### src/rtl/mem_ctrl_pkg.sv
// Shared widths, size encodings, state encoding and the IO address predicate
// for the byte-serial memory controller.
package mem_ctrl_pkg;

  localparam int ADDR_W = 32;
  localparam int DATA_W = 32;
  localparam int INS_W  = 32;
  localparam int BYTE_W = 8;

  // Access size encodings used by the load/store buffer.
  localparam logic [1:0] SIZE_B = 2'd0;
  localparam logic [1:0] SIZE_H = 2'd1;
  localparam logic [1:0] SIZE_W = 2'd2;

  // Address bits [17:16] equal to this tag select the memory-mapped IO space.
  localparam logic [1:0] IO_ADDR_TAG = 2'b11;

  typedef enum logic [1:0] {
    ST_IDLE   = 2'd0,
    ST_IFETCH = 2'd1,
    ST_LOAD   = 2'd2,
    ST_STORE  = 2'd3
  } state_e;

  // Number of bytes moved for a given size code; unknown codes move a word.
  function automatic logic [2:0] size_to_len(input logic [1:0] size);
    case (size)
      SIZE_B:  return 3'd1;
      SIZE_H:  return 3'd2;
      default: return 3'd4;
    endcase
  endfunction

endpackage

### src/rtl/mem_ctrl.sv
// Byte-serial memory controller: arbitrates instruction fetches and LSB
// loads/stores onto one 8-bit RAM/IO bus, with fetch drop and ROB rollback.
module mem_ctrl
  import mem_ctrl_pkg::*;
(
  input  logic                clk,
  input  logic                rst,
  input  logic                rdy,

  input  logic [BYTE_W-1:0]   mem_din,
  output logic [BYTE_W-1:0]   mem_dout,
  output logic [ADDR_W-1:0]   mem_a,
  output logic                mem_wr,
  input  logic                io_buffer_full,

  input  logic                ena_from_if,
  input  logic [ADDR_W-1:0]   pc_from_if,
  input  logic                drop_flag_from_if,
  output logic                ok_flag_to_if,
  output logic [INS_W-1:0]    inst_to_if,

  input  logic                ena_from_lsb,
  input  logic                wr_flag_from_lsb,
  input  logic [ADDR_W-1:0]   addr_from_lsb,
  input  logic [DATA_W-1:0]   data_from_lsb,
  input  logic [1:0]          size_from_lsb,
  output logic                ok_flag_to_lsb,
  output logic [DATA_W-1:0]   data_to_lsb,
  input  logic                rollback_flag_from_rob
);

  // Transfer state and byte sequencing.
  state_e              r_state;
  logic [2:0]          r_stage;
  logic [DATA_W-1:0]   r_buf;

  // Latched client requests.
  logic                r_if_pending;
  logic [ADDR_W-1:0]   r_if_pc;
  logic                r_lsb_pending;
  logic                r_lsb_wr;
  logic [ADDR_W-1:0]   r_lsb_addr;
  logic [DATA_W-1:0]   r_lsb_data;
  logic [1:0]          r_lsb_size;

  // Registered bus and client outputs.
  logic [ADDR_W-1:0]   r_mem_a;
  logic [BYTE_W-1:0]   r_mem_dout;
  logic                r_mem_wr;
  logic                r_ok_if;
  logic                r_ok_lsb;
  logic [INS_W-1:0]    r_inst;
  logic [DATA_W-1:0]   r_data;

  // Combinational views.
  state_e              w_state_next;
  logic                w_done;
  logic                w_if_req;
  logic [ADDR_W-1:0]   w_if_pc;
  logic                w_lsb_req;
  logic                w_lsb_wr;
  logic [ADDR_W-1:0]   w_lsb_addr;
  logic [DATA_W-1:0]   w_lsb_data;
  logic                w_io_stall;
  logic [2:0]          w_len;
  logic [ADDR_W-1:0]   w_base;
  logic [1:0]          w_cap_idx;
  logic [1:0]          w_last_idx;
  logic [DATA_W-1:0]   w_rd_word;

  // A request pulsing this edge is visible to arbitration this same edge.
  assign w_if_pc    = ena_from_if  ? pc_from_if       : r_if_pc;
  assign w_lsb_wr   = ena_from_lsb ? wr_flag_from_lsb : r_lsb_wr;
  assign w_lsb_addr = ena_from_lsb ? addr_from_lsb    : r_lsb_addr;
  assign w_lsb_data = ena_from_lsb ? data_from_lsb    : r_lsb_data;

  // A drop only kills the old fetch; a fetch pulsed alongside it survives.
  assign w_if_req   = ena_from_if | (r_if_pending & ~drop_flag_from_if);
  // Rollback flushes loads only; stores reaching us are already committed.
  assign w_lsb_req  = (ena_from_lsb | r_lsb_pending) & ~(rollback_flag_from_rob & ~w_lsb_wr);
  // IO stores wait for UART space; fetches wait behind them to keep order.
  assign w_io_stall = w_lsb_req & w_lsb_wr & io_buffer_full &
                      (w_lsb_addr[17:16] == IO_ADDR_TAG);

  assign w_len      = (r_state == ST_IFETCH) ? 3'd4 : size_to_len(r_lsb_size);
  assign w_base     = (r_state == ST_IFETCH) ? r_if_pc : r_lsb_addr;
  // Byte captured at stage k was addressed two edges earlier.
  assign w_cap_idx  = r_stage[1:0] - 2'd2;
  assign w_last_idx = w_len[1:0] - 2'd1;

  // Final read word: buffered bytes plus the last byte straight off the bus.
  always_comb begin
    w_rd_word = r_buf;
    w_rd_word[{w_last_idx, 3'b000} +: BYTE_W] = mem_din;
  end

  // Next-state and completion decode.
  always_comb begin
    // NOTE: every always_comb output gets a default first so no path leaves
    // it unassigned and a latch is never inferred.
    w_state_next = r_state;
    w_done       = 1'b0;
    case (r_state)
      ST_IDLE: begin
        if (w_lsb_req) begin
          if (!w_io_stall) w_state_next = w_lsb_wr ? ST_STORE : ST_LOAD;
        end else if (w_if_req) begin
          w_state_next = ST_IFETCH;
        end
      end
      ST_IFETCH: begin
        if (drop_flag_from_if) begin
          w_state_next = ST_IDLE;
        end else if (r_stage == w_len + 3'd1) begin
          w_state_next = ST_IDLE;
          w_done       = 1'b1;
        end
      end
      ST_LOAD: begin
        if (rollback_flag_from_rob) begin
          w_state_next = ST_IDLE;
        end else if (r_stage == w_len + 3'd1) begin
          w_state_next = ST_IDLE;
          w_done       = 1'b1;
        end
      end
      ST_STORE: begin
        if (r_stage == w_len) begin
          w_state_next = ST_IDLE;
          w_done       = 1'b1;
        end
      end
      default: w_state_next = ST_IDLE;
    endcase
  end

  // State register.
  always_ff @(posedge clk) begin
    // NOTE: sequential state uses non-blocking assignments so every register
    // samples pre-edge values regardless of statement order.
    if (rst)      r_state <= ST_IDLE;
    else if (rdy) r_state <= w_state_next;
  end

  // Request latches: clear on completion/drop/rollback, then set on new pulses.
  always_ff @(posedge clk) begin
    if (rst) begin
      r_if_pending  <= 1'b0;
      r_if_pc       <= '0;
      r_lsb_pending <= 1'b0;
      r_lsb_wr      <= 1'b0;
      r_lsb_addr    <= '0;
      r_lsb_data    <= '0;
      r_lsb_size    <= SIZE_B;
    end else if (rdy) begin
      if (drop_flag_from_if || (w_done && r_state == ST_IFETCH))
        r_if_pending <= 1'b0;
      if (ena_from_if) begin
        r_if_pending <= 1'b1;
        r_if_pc      <= pc_from_if;
      end
      if ((rollback_flag_from_rob && !r_lsb_wr) ||
          (w_done && (r_state == ST_LOAD || r_state == ST_STORE)))
        r_lsb_pending <= 1'b0;
      if (ena_from_lsb && !(rollback_flag_from_rob && !wr_flag_from_lsb)) begin
        r_lsb_pending <= 1'b1;
        r_lsb_wr      <= wr_flag_from_lsb;
        r_lsb_addr    <= addr_from_lsb;
        r_lsb_data    <= data_from_lsb;
        r_lsb_size    <= size_from_lsb;
      end
    end
  end

  // Bus sequencing, byte assembly and single-cycle ok pulses.
  always_ff @(posedge clk) begin
    if (rst) begin
      r_stage    <= 3'd0;
      r_buf      <= '0;
      r_mem_a    <= '0;
      r_mem_dout <= '0;
      r_mem_wr   <= 1'b0;
      r_ok_if    <= 1'b0;
      r_ok_lsb   <= 1'b0;
      r_inst     <= '0;
      r_data     <= '0;
    end else if (rdy) begin
      r_ok_if  <= 1'b0;
      r_ok_lsb <= 1'b0;
      case (r_state)
        ST_IDLE: begin
          if (w_state_next != ST_IDLE) begin
            r_stage <= 3'd1;
            r_buf   <= '0;
            r_mem_a <= (w_state_next == ST_IFETCH) ? w_if_pc : w_lsb_addr;
            if (w_state_next == ST_STORE) begin
              r_mem_wr   <= 1'b1;
              r_mem_dout <= w_lsb_data[BYTE_W-1:0];
            end
          end
        end
        ST_IFETCH, ST_LOAD: begin
          if (w_state_next == ST_IDLE) begin
            r_mem_a <= '0;
            if (w_done) begin
              if (r_state == ST_IFETCH) begin
                r_ok_if <= 1'b1;
                r_inst  <= w_rd_word;
              end else begin
                r_ok_lsb <= 1'b1;
                r_data   <= w_rd_word;
              end
            end
          end else begin
            r_stage <= r_stage + 3'd1;
            if (r_stage < w_len) r_mem_a <= w_base + {29'd0, r_stage};
            if (r_stage >= 3'd2) r_buf[{w_cap_idx, 3'b000} +: BYTE_W] <= mem_din;
          end
        end
        ST_STORE: begin
          if (w_done) begin
            r_mem_wr <= 1'b0;
            r_mem_a  <= '0;
            r_ok_lsb <= 1'b1;
          end else begin
            r_stage    <= r_stage + 3'd1;
            r_mem_a    <= r_lsb_addr + {29'd0, r_stage};
            r_mem_dout <= r_lsb_data[{r_stage[1:0], 3'b000} +: BYTE_W];
          end
        end
        default: ;
      endcase
    end
  end

  assign mem_a          = r_mem_a;
  assign mem_dout       = r_mem_dout;
  // Write strobe is masked immediately when the core is not ready.
  assign mem_wr         = r_mem_wr & rdy;
  assign ok_flag_to_if  = r_ok_if;
  assign inst_to_if     = r_inst;
  assign ok_flag_to_lsb = r_ok_lsb;
  assign data_to_lsb    = r_data;

endmodule

### config.mk
export PLATFORM = sky130hd
export DESIGN_NAME = mem_ctrl
export DESIGN_NICKNAME = d
export VERILOG_FILES = /design/src/rtl/mem_ctrl_pkg.sv /design/src/rtl/mem_ctrl.sv
export SDC_FILE = /design/constraint.sdc
export NUM_CORES = 1
export LEC_CHECK = 0
export BUFFER_PORTS_ARGS = -buffer_cell sky130_fd_sc_hd__buf_2
export CAP_MARGIN = 30
export CORE_ASPECT_RATIO = 1.2
export CORE_MARGIN = 4
export CORE_UTILIZATION = 52
export CTS_CLUSTER_DIAMETER = 50
export DETAILED_ROUTE_END_ITERATION = 6
export PLACE_DENSITY = 0.81
export REMOVE_ABC_BUFFERS = 1
export SLEW_MARGIN = 20
export SYNTH_ARGS = -nofsm -noshare
export SYNTH_HDL_FRONTEND = slang
export SYNTH_SLANG_ARGS = --single-unit
### constraint.sdc
create_clock -name clk -period 4.16 [get_ports clk]
set_clock_uncertainty 0.1 [all_clocks]
set_input_delay 1.248 -clock clk [delete_from_list [all_inputs] [get_ports clk]]
set_output_delay 1.248 -clock clk [all_outputs]
set_load 0.005 [all_outputs]
==> impl_metrics.toml <==
[global_route]
track_usage_pct = 27.79
grt_pass1_vias = 13010
overflow = 0
grt_pass1_wl_um = 66130
grt_max_degree = 86
antenna_found_initial = 5

[yosys]
yosys.area_share.adder_pct = 2.509
yosys.area_share.simple_pct = 20.20
synth_top_family_by_area = "compound AO/OA/AOI/OAI gates"
synthFlopType = "dfxtp_1"
synth-compound-area-share_pct = 20.44
ys_seq_area_share_pct = 36.16
synth-seq-cells = 245
syn_avg_cell_area_um2 = 8.103
synth_xor_area_share_pct = 4.068
synth.distinct_cells = 82
async_flop_share_pct = 0
yosys-top-cells-area = "dfxtp_1, nand2_1, mux2i_1, a21oi_1, mux2_2"
syn_inst = 1674
synth_edf_count = 0
yosys.area.top_type_share_pct = 36.16
syn_area_um2 = 13560
yosysWarnings = 0
synth.largest_area_cell = "dfxtp_1"
synth.area.mux_share_pct = 11.47

[power_and_ir_drop]
internal_power_uw = 4381
netSwitchingFraction_pct = 28.48
pwr-share-clk_pct = 41.5
fin_total_pwr_uw = 6125
p_sw_uw = 1745
powerDensity_nw_per_um2 = 383.5
seq_power_share_pct = 41.3
vdd_drop_max_mv = 0.3694
leakagePower_uw = 0.006295
share_comb_of_total_power_pct = 17.3

[sta]
final_max_slew_viol_count = 0
fin_ws_ps = 157.2
setup_viol = 0
fin_crit_sh_pct = 96.22
fmax_mhz = 249.8
period_needed_ps = 4003
hold_slack_ps = 346.4
tightest_slew_ps = 909.0
max_slew_margin_pct = 39.40
hold_violations = 0

[final_layout]
num-fill-cells = 2233
final_cell_mix = "nand2_1, dfxtp_1, buf_2"
mostFrequentLayoutCell = "nand2_1"
syn2layout_area_growth_pct = 17.74
layout-drive-gt1-share_pct = 23.24
fin_nets = 1982
fin_area_um2 = 15970
final_util_pct = 62.32

[hold_path]
holdCritPathClass = "register to register"
hp-start = "r_buf[10]"

[route]
drcViolationCount = 0
num_vias = 13380
viasPerCell = 6.099
wire_per_inst_um = 19.54
drt-total-wl_um = 42850
dr.first_iter.drc_count = 1179
antenna_left = 0
first_pass_iters = 6

[placed_design]
gp_congestion = 0.9488
preCtsSetupSlack_ps = 88.03
dpl-instance-area_um2 = 14960
hpwl_um = 28790
portBuffers = 221

[setup_path]
cp-start-kind = "register"
worst_ep_required_time_ps = 4550
crit_arrival_ps = 4390
r2r_start = "r_state[1]"
path_class = "register to register"
cp_max_fo = 16
timing.reg2reg.setup_slack_ps = 160
crit_start = "r_state[1]"
endpoint_kind = "register"

[clock_tree]
cts_num_sinks = 245
htree_levels = 1
cts_tree = "yes"
cts_made_buffers = 28
cts-root-buf = "clkbuf_16"
clk_pin_slew_worst_paths_ps = 60
clock_latency_ps = 550
clockBufferDepth = 3

[die]
num_rows = 64
initial_core_util_pct = 52.93
core_area_um2 = 25620
fp.dieArea_um2 = 28740
die_height_um = 184.9
die_w_um = 155.4
ioPinCount = 222

[job]
maxCapViolCount = 0

[status]
status = "complete, no violations"
## through the flow
step,TNS [ps],instances
2_1_floorplan,-128550,1538
3_3_place_gp,0,2135
3_5_place_dp,0,2136
4_1_cts,0,2184
5_1_grt,-9.154,2193
6_report,0,2193
## registers in the layout, summed over array words and instances (netlist names)
register and flops:
r_lsb_size 2, r_lsb_wr 1, r_lsb_data 32, mem_a 32
r_lsb_addr 32, r_stage 3, r_if_pc 32, r_mem_wr 1
mem_dout 8, data_to_lsb 32, r_state 2, r_if_pending 1
r_buf 32, ok_flag_to_lsb 1, r_lsb_pending 1, ok_flag_to_if 1
inst_to_if 32
## power by group through the flow
| stage | clock, uW | combinational [uW] | sequential, uW |
|---|---|---|---|
| 6_report | 2540 | 1060 | 2530 |
| 5_1_grt | 2670 | 1130 | 2540 |
| 4_1_cts | 2570 | 1020 | 2520 |
| 3_5_place_dp | 0 | 1020 | 2580 |
| 3_3_place_gp | 0 | 996 | 2570 |
| 2_1_floorplan | 0 | 585 | 2560 |
## final timing paths
check / endpoint / cells past startpoint
hold / removal: r_buf[10] / 2
hold reg to reg: r_buf[10] / 2
setup / recovery: inst_to_if[14] / 12
setup reg to reg: inst_to_if[14] / 12
## cells in the mapped netlist (6+ instances only)
master    count
nand3_1      49
a22o_1       20
nor2_1       76
dfxtp_1     245
and2_1        6
mux2_2       36
o211ai_1      6
buf_1        16
a221oi_1     23
a32o_1        7
xnor2_1      39
nand4_1      14
ha_1         24
inv_1        28
buf_2        13
o21ai_0      57
and3_1        6
nor3_1       45
clkbuf_1     90
clkbuf_2      8
o221ai_1      8
nand3b_1      6
nor4_1        6
nand2_1     333
a21oi_1     180
a211oi_1     20
xor2_1       24
nor2b_1      42
mux2i_1      97
a31o_2       44
mux4_2        8
## logic make-up (layout without fill, tap and decap cells)
kind of cell / Yosys count / count (layout)
fa+ha+maj: 26 / 26
xor+xnor: 63 / 63
other cells: 0 / 4
flops: 245 / 245
compound gates: 422 / 422
simple gates: 611 / 613
mux: 141 / 141
buf+inv: 166 / 349
## area by class of cell
class	count	area (um2)	share of cell area (%)
timing repair buffer	271	1559	9.762
clock buffer	39	833.3	5.218
multi-input combinational	1265	8020	50.22
antenna	4	10.01	0.06268
inverter	30	112.6	0.7051
sequential	245	4905	30.71
tap	330	412.9	2.585
clock inverter	9	117.6	0.7364
## critical path, stage by stage, from the launching register on
cell      delay (ps)
dfxtp_1          440
inv_1            140
ha_2             270
nor3_1           390
ha_1             360
xnor2_1          150
nor2_1           240
a211oi_1         160
a211oi_2         360
nand2_2          210
or4_4            720
nor3_1           270
a31o_2           140
## routing by layer
layer  vias to the layer above  wire length (um)  GRT usage (%)
li1                       6278                 -              -
met1                      6218             15950          32.59
met2                       710             20810          48.47
met3                       167              4117          5.936
met4                         2              1960          12.92
met5                         -                14              0
## what timing repair did
action | CTS | global route
setup buffers | 0 | 3
resized for setup | 0 | 4
hold buffers | 0 | 0
endpoints found under the setup margin | 0 | 70
No activity file was read; power rests on OpenSTA's default activity.
